## src/rtl/note_track_pkg.sv

```systemverilog
// ============================================================================
// Module  : note_track_pkg
// Brief   : Shared sweep-mode encodings and direction constants for note lanes.
// Revision: 1.0 - initial multi-lane release
// ============================================================================
`default_nettype none

package note_track_pkg;

  typedef enum logic [1:0] {
    MODE_WRAP    = 2'b00,
    MODE_BOUNCE  = 2'b01,
    MODE_ONESHOT = 2'b10,
    MODE_HOLD    = 2'b11
  } mode_t;

  localparam logic DIR_UP   = 1'b0;
  localparam logic DIR_DOWN = 1'b1;

endpackage

`default_nettype wire

```

## src/rtl/note_track_lane.sv

```systemverilog
// ============================================================================
// Module  : note_track_lane
// Brief   : One note lane: coordinate sweeper between START and STOP.
// Revision: 1.0 - initial multi-lane release
// ============================================================================
`default_nettype none

module note_track_lane
  import note_track_pkg::*;
#(
  parameter int WIDTH = 8,
  parameter int START = 180,
  parameter int STOP  = 196,
  parameter int STEP  = 4
) (
  input  logic             clk,
  input  logic             resetn,
  input  logic             tick_i,
  input  mode_t            mode_i,
  input  logic             en_i,
  input  logic             restart_i,
  output logic [WIDTH-1:0] data_o,
  output logic             valid_o,
  output logic             wrap_o,
  output logic             done_o
);

  localparam logic [WIDTH-1:0] c_start_w = WIDTH'(START);
  localparam logic [WIDTH-1:0] c_stop_w  = WIDTH'(STOP);
  localparam logic [WIDTH-1:0] c_step_w  = WIDTH'(STEP);
  localparam logic [WIDTH:0]   c_stop_x  = (WIDTH+1)'(STOP);
  localparam logic [WIDTH:0]   c_floor_x = (WIDTH+1)'(START + STEP);

  logic [WIDTH-1:0] data_q, data_d;
  logic             valid_q, valid_d;
  logic             dir_q, dir_d;
  logic             done_q, done_d;
  logic             wrap_q, wrap_d;

  logic             w_event;
  logic [WIDTH:0]   w_sum;
  logic [WIDTH-1:0] w_up;
  logic [WIDTH-1:0] w_dn;

  assign w_event = tick_i & en_i;
  assign w_sum   = {1'b0, data_q} + {1'b0, c_step_w};
  assign w_up    = (w_sum > c_stop_x) ? c_stop_w : w_sum[WIDTH-1:0];
  // Below START+STEP a full step would undershoot START, so clamp there.
  assign w_dn    = ({1'b0, data_q} < c_floor_x) ? c_start_w : (data_q - c_step_w);

  always_ff @(posedge clk or negedge resetn) begin
    if (!resetn) begin
      data_q  <= c_start_w;
      valid_q <= 1'b0;
      dir_q   <= DIR_UP;
      done_q  <= 1'b0;
      wrap_q  <= 1'b0;
    end else begin
      data_q  <= data_d;
      valid_q <= valid_d;
      dir_q   <= dir_d;
      done_q  <= done_d;
      wrap_q  <= wrap_d;
    end
  end

  always_comb begin
    data_d  = data_q;
    valid_d = valid_q;
    dir_d   = dir_q;
    done_d  = done_q;
    wrap_d  = 1'b0;
    if (restart_i) begin
      data_d  = c_start_w;
      dir_d   = DIR_UP;
      valid_d = 1'b0;
      done_d  = 1'b0;
    end else if (w_event && (mode_i != MODE_HOLD)) begin
      if (!valid_q) begin
        valid_d = 1'b1;
      end else begin
        case (mode_i)
          MODE_WRAP: begin
            dir_d = DIR_UP;
            if (data_q == c_stop_w) begin
              data_d = c_start_w;
              wrap_d = 1'b1;
            end else begin
              data_d = w_up;
            end
          end
          MODE_BOUNCE: begin
            if (dir_q == DIR_UP) begin
              if (data_q == c_stop_w) begin
                dir_d  = DIR_DOWN;
                wrap_d = 1'b1;
                data_d = w_dn;
              end else begin
                data_d = w_up;
              end
            end else if (data_q == c_start_w) begin
              dir_d  = DIR_UP;
              wrap_d = 1'b1;
              data_d = w_up;
            end else begin
              data_d = w_dn;
            end
          end
          MODE_ONESHOT: begin
            // Clamped step also covers entering one-shot already parked at STOP.
            dir_d = DIR_UP;
            if (!done_q) begin
              data_d = w_up;
              if (w_up == c_stop_w) begin
                done_d = 1'b1;
              end
            end
          end
          default: ;
        endcase
      end
    end
  end

  assign data_o  = data_q;
  assign valid_o = valid_q;
  assign wrap_o  = wrap_q;
  assign done_o  = done_q;

endmodule

`default_nettype wire

```

## src/rtl/note_track_gen.sv

```systemverilog
// ============================================================================
// Module  : note_track_gen
// Brief   : LANES independent note-position sweepers sharing tick and mode.
// Revision: 1.0 - initial multi-lane release
// ============================================================================
`default_nettype none

module note_track_gen
  import note_track_pkg::*;
#(
  parameter int LANES = 4,
  parameter int WIDTH = 8,
  parameter int START = 180,
  parameter int STOP  = 196,
  parameter int STEP  = 4
) (
  input  logic                   clk,
  input  logic                   resetn,
  input  logic                   tick_i,
  input  logic [1:0]             mode_i,
  input  logic [LANES-1:0]       lane_en_i,
  input  logic [LANES-1:0]       lane_restart_i,
  output logic [LANES*WIDTH-1:0] lane_data_o,
  output logic [LANES-1:0]       lane_valid_o,
  output logic [LANES-1:0]       lane_wrap_o,
  output logic [LANES-1:0]       lane_done_o
);

  mode_t w_mode;
  assign w_mode = mode_t'(mode_i);

  for (genvar i = 0; i < LANES; i++) begin : g_lane
    note_track_lane #(
      .WIDTH(WIDTH),
      .START(START),
      .STOP (STOP),
      .STEP (STEP)
    ) u_lane (
      .clk      (clk),
      .resetn   (resetn),
      .tick_i   (tick_i),
      .mode_i   (w_mode),
      .en_i     (lane_en_i[i]),
      .restart_i(lane_restart_i[i]),
      .data_o   (lane_data_o[i*WIDTH +: WIDTH]),
      .valid_o  (lane_valid_o[i]),
      .wrap_o   (lane_wrap_o[i]),
      .done_o   (lane_done_o[i])
    );
  end

endmodule

`default_nettype wire
```

## config.mk

```make
export PLATFORM = sky130hd
export DESIGN_NAME = note_track_gen
export DESIGN_NICKNAME = d
export VERILOG_FILES = /design/src/rtl/note_track_pkg.sv /design/src/rtl/note_track_lane.sv /design/src/rtl/note_track_gen.sv
export SDC_FILE = /design/constraint.sdc
export NUM_CORES = 1
export LEC_CHECK = 0
export ABC_AREA = 1
export CORE_ASPECT_RATIO = 1.25
export CORE_MARGIN = 4
export CORE_UTILIZATION = 48
export CTS_BUF_LIST = sky130_fd_sc_hd__clkbuf_4
export CTS_CLUSTER_SIZE = 8
export DETAILED_ROUTE_END_ITERATION = 12
export PLACE_DENSITY = 0.82
export SYNTH_ARGS = -nofsm -noshare
export SYNTH_HDL_FRONTEND = slang
export SYNTH_HIERARCHICAL = 1
export SYNTH_SLANG_ARGS = --single-unit
```

## constraint.sdc

```tcl
create_clock -name clk -period 2.7 [get_ports clk]
set_input_delay 0.675 -clock clk [delete_from_list [all_inputs] [get_ports clk]]
set_output_delay 0.675 -clock clk [all_outputs]
set_load 0.01 [all_outputs]
```

# == Word-level counts from Yosys, hierarchy flattened ==
# Cells that the tools add are included.
# word_totals
latch_bits,0
elab_cells,225
n_memories,0
mem_bits_rw,0
regBits,48
rom_bits,0
# op_classes
n_mux,128
n_mul,0
n_addsub,8
n_shift,0
n_eq_ne,19
bitwise,4
n_div,0
reduce_logical,38
order_cmp,8
# ops
operator,count
$mux 8,40
$eq 8x8->1 const B,12
$pmux 8 s3,4
$mux 1,76
$add 8x3->9 const B,4
$gt 9x8->1 const B,4
$lt 8x8->1 const B,4
$sub 8x3->8 const B,4
$reduce_and 3->1,8
$reduce_bool 2->1,12
$pmux 1 s2,8
$reduce_and 4->1,4
$reduce_bool 4->1,4
$ne 3x3->1 const B,4
$reduce_bool 3->1,4
$and 1x1->1,4
$logic_and 1x1->1,4
$eq 2x1->1 const B,1
$eq 2x2->1 const B,1
$logic_not 2->1,1
$ne 2x2->1 const B,1
$reduce_or 2->1,1

# == Logic depth before layout (Yosys ltp) ==
# depth
depth_word,10
ltp_mapped,16
ltp_nobuf,15

# == Cells and area by module ==
# Netlist, hierarchy kept.
# by_module_without_submodules
mod,cells_per_inst,instances,area_each_um2
note_track_lane (g_lane[0].u_lane ...),210,3,1306.3
note_track_lane (g_lane[1].u_lane),210,1,1308.8

# == Worst setup path after synthesis ==
# Ideal clock, no wire load.
# synth_path
kind,reg2reg
startpoint,register g_lane[0].u_lane.data_q[2]
endpoint,register g_lane[0].u_lane.data_q[1]
setup_ns,0.065
period_less_slack_ns,2.068
arrival_ns,2.004
slack_ns,0.632
required_ns,2.635
path_stages_with_launch,16
path_cell_list,dfstp_2 buf_4 inv_1 ha_1 inv_1 nand2_1 nand2_1 nand3_2 nand3_4 nand2_4 inv_4 nand2_2 or2_0 nand2_1 nand2_1 nand2_1
# synth_via
elab_chain_cells,9
word_cells_on_any_way,16
cone_classes,1 x add/sub; 2 x order compare; 2 x eq/ne; 11 x mux
# synth_rtl
item,line,source
start: declaration,note_track_lane.sv:34,"logic [WIDTH-1:0] data_q, data_d;"
start signal: assignment,note_track_lane.sv:53,data_q <= c_start_w;
start signal: assignment,note_track_lane.sv:59,data_q <= data_d;
$add 8x3->9,note_track_lane.sv:46,"assign w_sum = {1'b0, data_q} + {1'b0, c_step_w};"
$gt 9x8->1,note_track_lane.sv:47,assign w_up = (w_sum > c_stop_x) ? c_stop_w : w_sum[WIDTH-1:0];
$mux 8,note_track_lane.sv:47,
"$mux 8, on equally long branches","note_track_lane.sv:94, note_track_lane.sv:101",
$mux 8,note_track_lane.sv:93,if (dir_q == DIR_UP) begin
$pmux 8 s3 *,note_track_lane.sv:82,case (mode_i)
$mux 8 *,note_track_lane.sv:79,if (!valid_q) begin
$mux 8 *,note_track_lane.sv:78,end else if (w_event && (mode_i != MODE_HOLD)) begin
$mux 8 *,note_track_lane.sv:73,if (restart_i) begin
# Mark *: on every way between the ends. The rest lies on a longest branch, timed or not. The select of a mux whose other input is x is not followed.
# A chain may end at the register's enable or synchronous reset.

# == Worst setup path in the final report ==
# layout_path
startpoint,register g_lane[2].u_lane.data_q[2]
endpoint,output lane_data_o[18]
# layout_rtl
item,line,source
start: declaration,note_track_lane.sv:34,
start signal: assignment,note_track_lane.sv:53,
start signal: assignment,note_track_lane.sv:59,
end: declaration,note_track_gen.sv:23,"output logic [LANES*WIDTH-1:0] lane_data_o,"
# No word-level cell between the ends.

==> impl_metrics.json <==
{
  "synth_cell_type_count": 31,
  "cts_buffer_depth": 2,
  "layout_min_cycle_time_ns": 2.41,
  "drtIter0Drc": 324,
  "r2r-end": "g_lane[0].u_lane/data_o[1]",
  "power.leakage_nw": 3.21,
  "cts_made_buffers": 5,
  "timing.reg2reg.setup_slack_ns": 0.42,
  "start_kind": "flop",
  "maxClockFrequency_mhz": 414,
  "synth_edf_count": 0,
  "postRouteWirelength_um": 14400,
  "status": "complete, no violations",
  "worstMarginPinSlew_ns": 0.611,
  "start_util": 0.492,
  "post-route-period-util": 0.894,
  "post_cts_buffers": 0,
  "finalHoldViolCount": 0,
  "hold_class": "primary input to async pin",
  "grt_max_degree": 26,
  "area_growth_pct": 19.5,
  "nets": 968,
  "cts_root_buffer": "clkbuf_4",
  "holdWs_ns": 0.285,
  "ys.flop_type": "dfrtp_1",
  "clk_pin_slew_ns": 0.16,
  "pin_count": 57,
  "ys_ff_latch": 48,
  "via_per_inst": 5.37,
  "core-area_sq_um": 10600,
  "seq_area_frac_synth": 0.234,
  "gp_congestion": 0.960,
  "rsz0062_at_grt": "no",
  "worstPathArrival_ns": 1.74,
  "setup_violations": 0,
  "grt_pass1_wl_um": 24600,
  "layout-drive-gt1-share": 0.104,
  "via_count": 5669,
  "skew_ns": 0.0222,
  "irDropWorstVdd_mv": 0.385,
  "cts_resized": 0,
  "grt.total_usage": 0.232,
  "clock-sinks": 48,
  "holdBufCountCts": 0,
  "ctsHtreeMaxLevel": 2,
  "overflow": 0,
  "antenna_found_initial": 0,
  "path_max_fanout": 8,
  "wl_per_cell_um": 13.7,
  "drv_cap": 0,
  "grt_pass1_vias": 5268,
  "postRouteAntennaNets": 0,
  "dr.pass1.iters": 7,
  "synth.avg_cell_area_sq_um": 6.22,
  "reg2regPathDepth": 14,
  "dp_hpwl_um": 11400,
  "cp.required_ns": 2.03,
  "regToRegStartpoint": "g_lane[0].u_lane/data_o[2]",
  "synth_nets": 885,
  "setup_tns_ns": 0,
  "clock_latency_ns": 0.37,
  "die_w_um": 101,
  "cts_tree": "built",
  "synth_cells": 840,
  "path_class": "flop to primary output",
  "row_count": 42,
  "drc": 0,
  "synth_warnings": 6,
  "async_flop_share": 1.00,
  "end_kind": "primary output",
  "synthesis.area_sq_um": 5230,
  "slew_viol_final": 0,
  "powerDensity_nw_per_um2": 573,
  "maxSlewHeadroom": 0.593,
  "place.port_buffers": 56,
  "n_antenna_cell": 0,
  "dieHeight_um": 125,
  "die_area_sq_um": 12600
}
-- how the worst max path moves through the flow --
stage                                             to  depth (start not counted)  slack, ns                  startpoint
after global placement    g_lane[2].u_lane/data_o[1]                         11       0.13                   mode_i[0]
final                                lane_data_o[18]                          2       0.29  g_lane[2].u_lane/data_o[2]
after global routing                 lane_data_o[18]                          2       0.21  g_lane[2].u_lane/data_o[2]
after CTS                            lane_data_o[18]                          2       0.27  g_lane[2].u_lane/data_o[2]
after floorplan           g_lane[0].u_lane/data_o[1]                         15       0.63  g_lane[0].u_lane/data_o[2]
after detailed placement  g_lane[1].u_lane/data_o[6]                         11       0.04                   mode_i[0]
-- flip-flops by register name (all words and copies together) (netlist names) --
register and count:
g_lane.u_lane/wrap_o 4, g_lane.u_lane/done_o 4, g_lane.u_lane/data_o 32, g_lane.u_lane/dir_q 4, g_lane.u_lane/valid_o 4
-- final cells by class --
class	instances	area [sq um]
repair buffers	88	821
fillers	1041	4370
flip-flops and latches	48	1220
clock buffers	5	37.5
multi-input cells	644	3410
clock inverters	3	68.8
well taps	132	165
inverters	136	520
-- worst max-delay path, cell delays in order (launching register included) --
cell	delay, ns
dfstp_2	0.65
buf_4	0.19
clkdlybuf4s50_1	0.54
-- kinds of logic after synthesis --
| kind of cell | after synthesis | synth area share |
|---|---|---|
| and+or+nand+nor | 444 | 0.385 |
| AOI/OAI and AO/OA | 156 | 0.170 |
| DFF | 48 | 0.234 |
| buffers and inverters | 148 | 0.114 |
| adders and majority gates | 32 | 0.0766 |
| xor gates and xnor gates | 12 | 0.0201 |
-- power breakdown --
part	total, mW	internal, mW	leakage, nW	switching [mW]
clock	0.541	0.292	0.0558	0.250
sequential	1.07	0.858	0.607	0.217
combinational	1.96	0.758	2.55	1.20
-- cell usage in the layout (no fill, tap or decap), drive strengths merged, types with 3 or more instances in the layout --
cell,count
nand2,240
inv,137
nand3,100
a21oi,85
nor2,71
clkdlybuf4s50,55
o21ai,52
buf,33
ha,32
dfrtp,32
dfstp,16
nor3,12
nand3b,8
o211ai,8
xor2,8
nand4,8
clkbuf,5
xnor2,4
a31oi,4
or2,4
o21bai,4
o211a,3
-- Yosys cell counts (8+ instances only) --
library cell / n / share of area
nand4_1: 8 / 0.0096
a21oi_1: 85 / 0.081
nor3_1: 12 / 0.011
nor2_1: 67 / 0.048
o211ai_1: 8 / 0.011
nand3b_1: 8 / 0.011
nand2_2: 12 / 0.014
nand3_1: 92 / 0.088
buf_4: 8 / 0.011
dfrtp_1: 32 / 0.15
xor2_1: 8 / 0.013
o21ai_1: 18 / 0.017
nand2_1: 224 / 0.16
o21ai_0: 34 / 0.033
dfstp_2: 16 / 0.080
ha_1: 32 / 0.077
inv_1: 129 / 0.093
-- metal layers --
layer  up-vias  global-route usage  part of all wire
li1       2886                   -                 -
met3        38              0.0213             0.060
met2       228               0.382              0.48
met5         -                   0                 0
met1      2517               0.315              0.43
met4         0              0.0767             0.026
-- per-stage QoR --
step           area, sq um  instances  setup slack (ns)  total power, mW   util
3_5_place_dp          6140       1048            0.0405             3.02  0.578
5_1_grt               6240       1056             0.205             3.91  0.588
2_1_floorplan         5230        840             0.632             2.42      -
6_report              6240       1056             0.286             3.58  0.588
3_3_place_gp          6140       1048             0.129             3.00  0.578
4_1_cts               6240       1056             0.271             3.58  0.588
No activity file was read; power rests on OpenSTA's default activity.
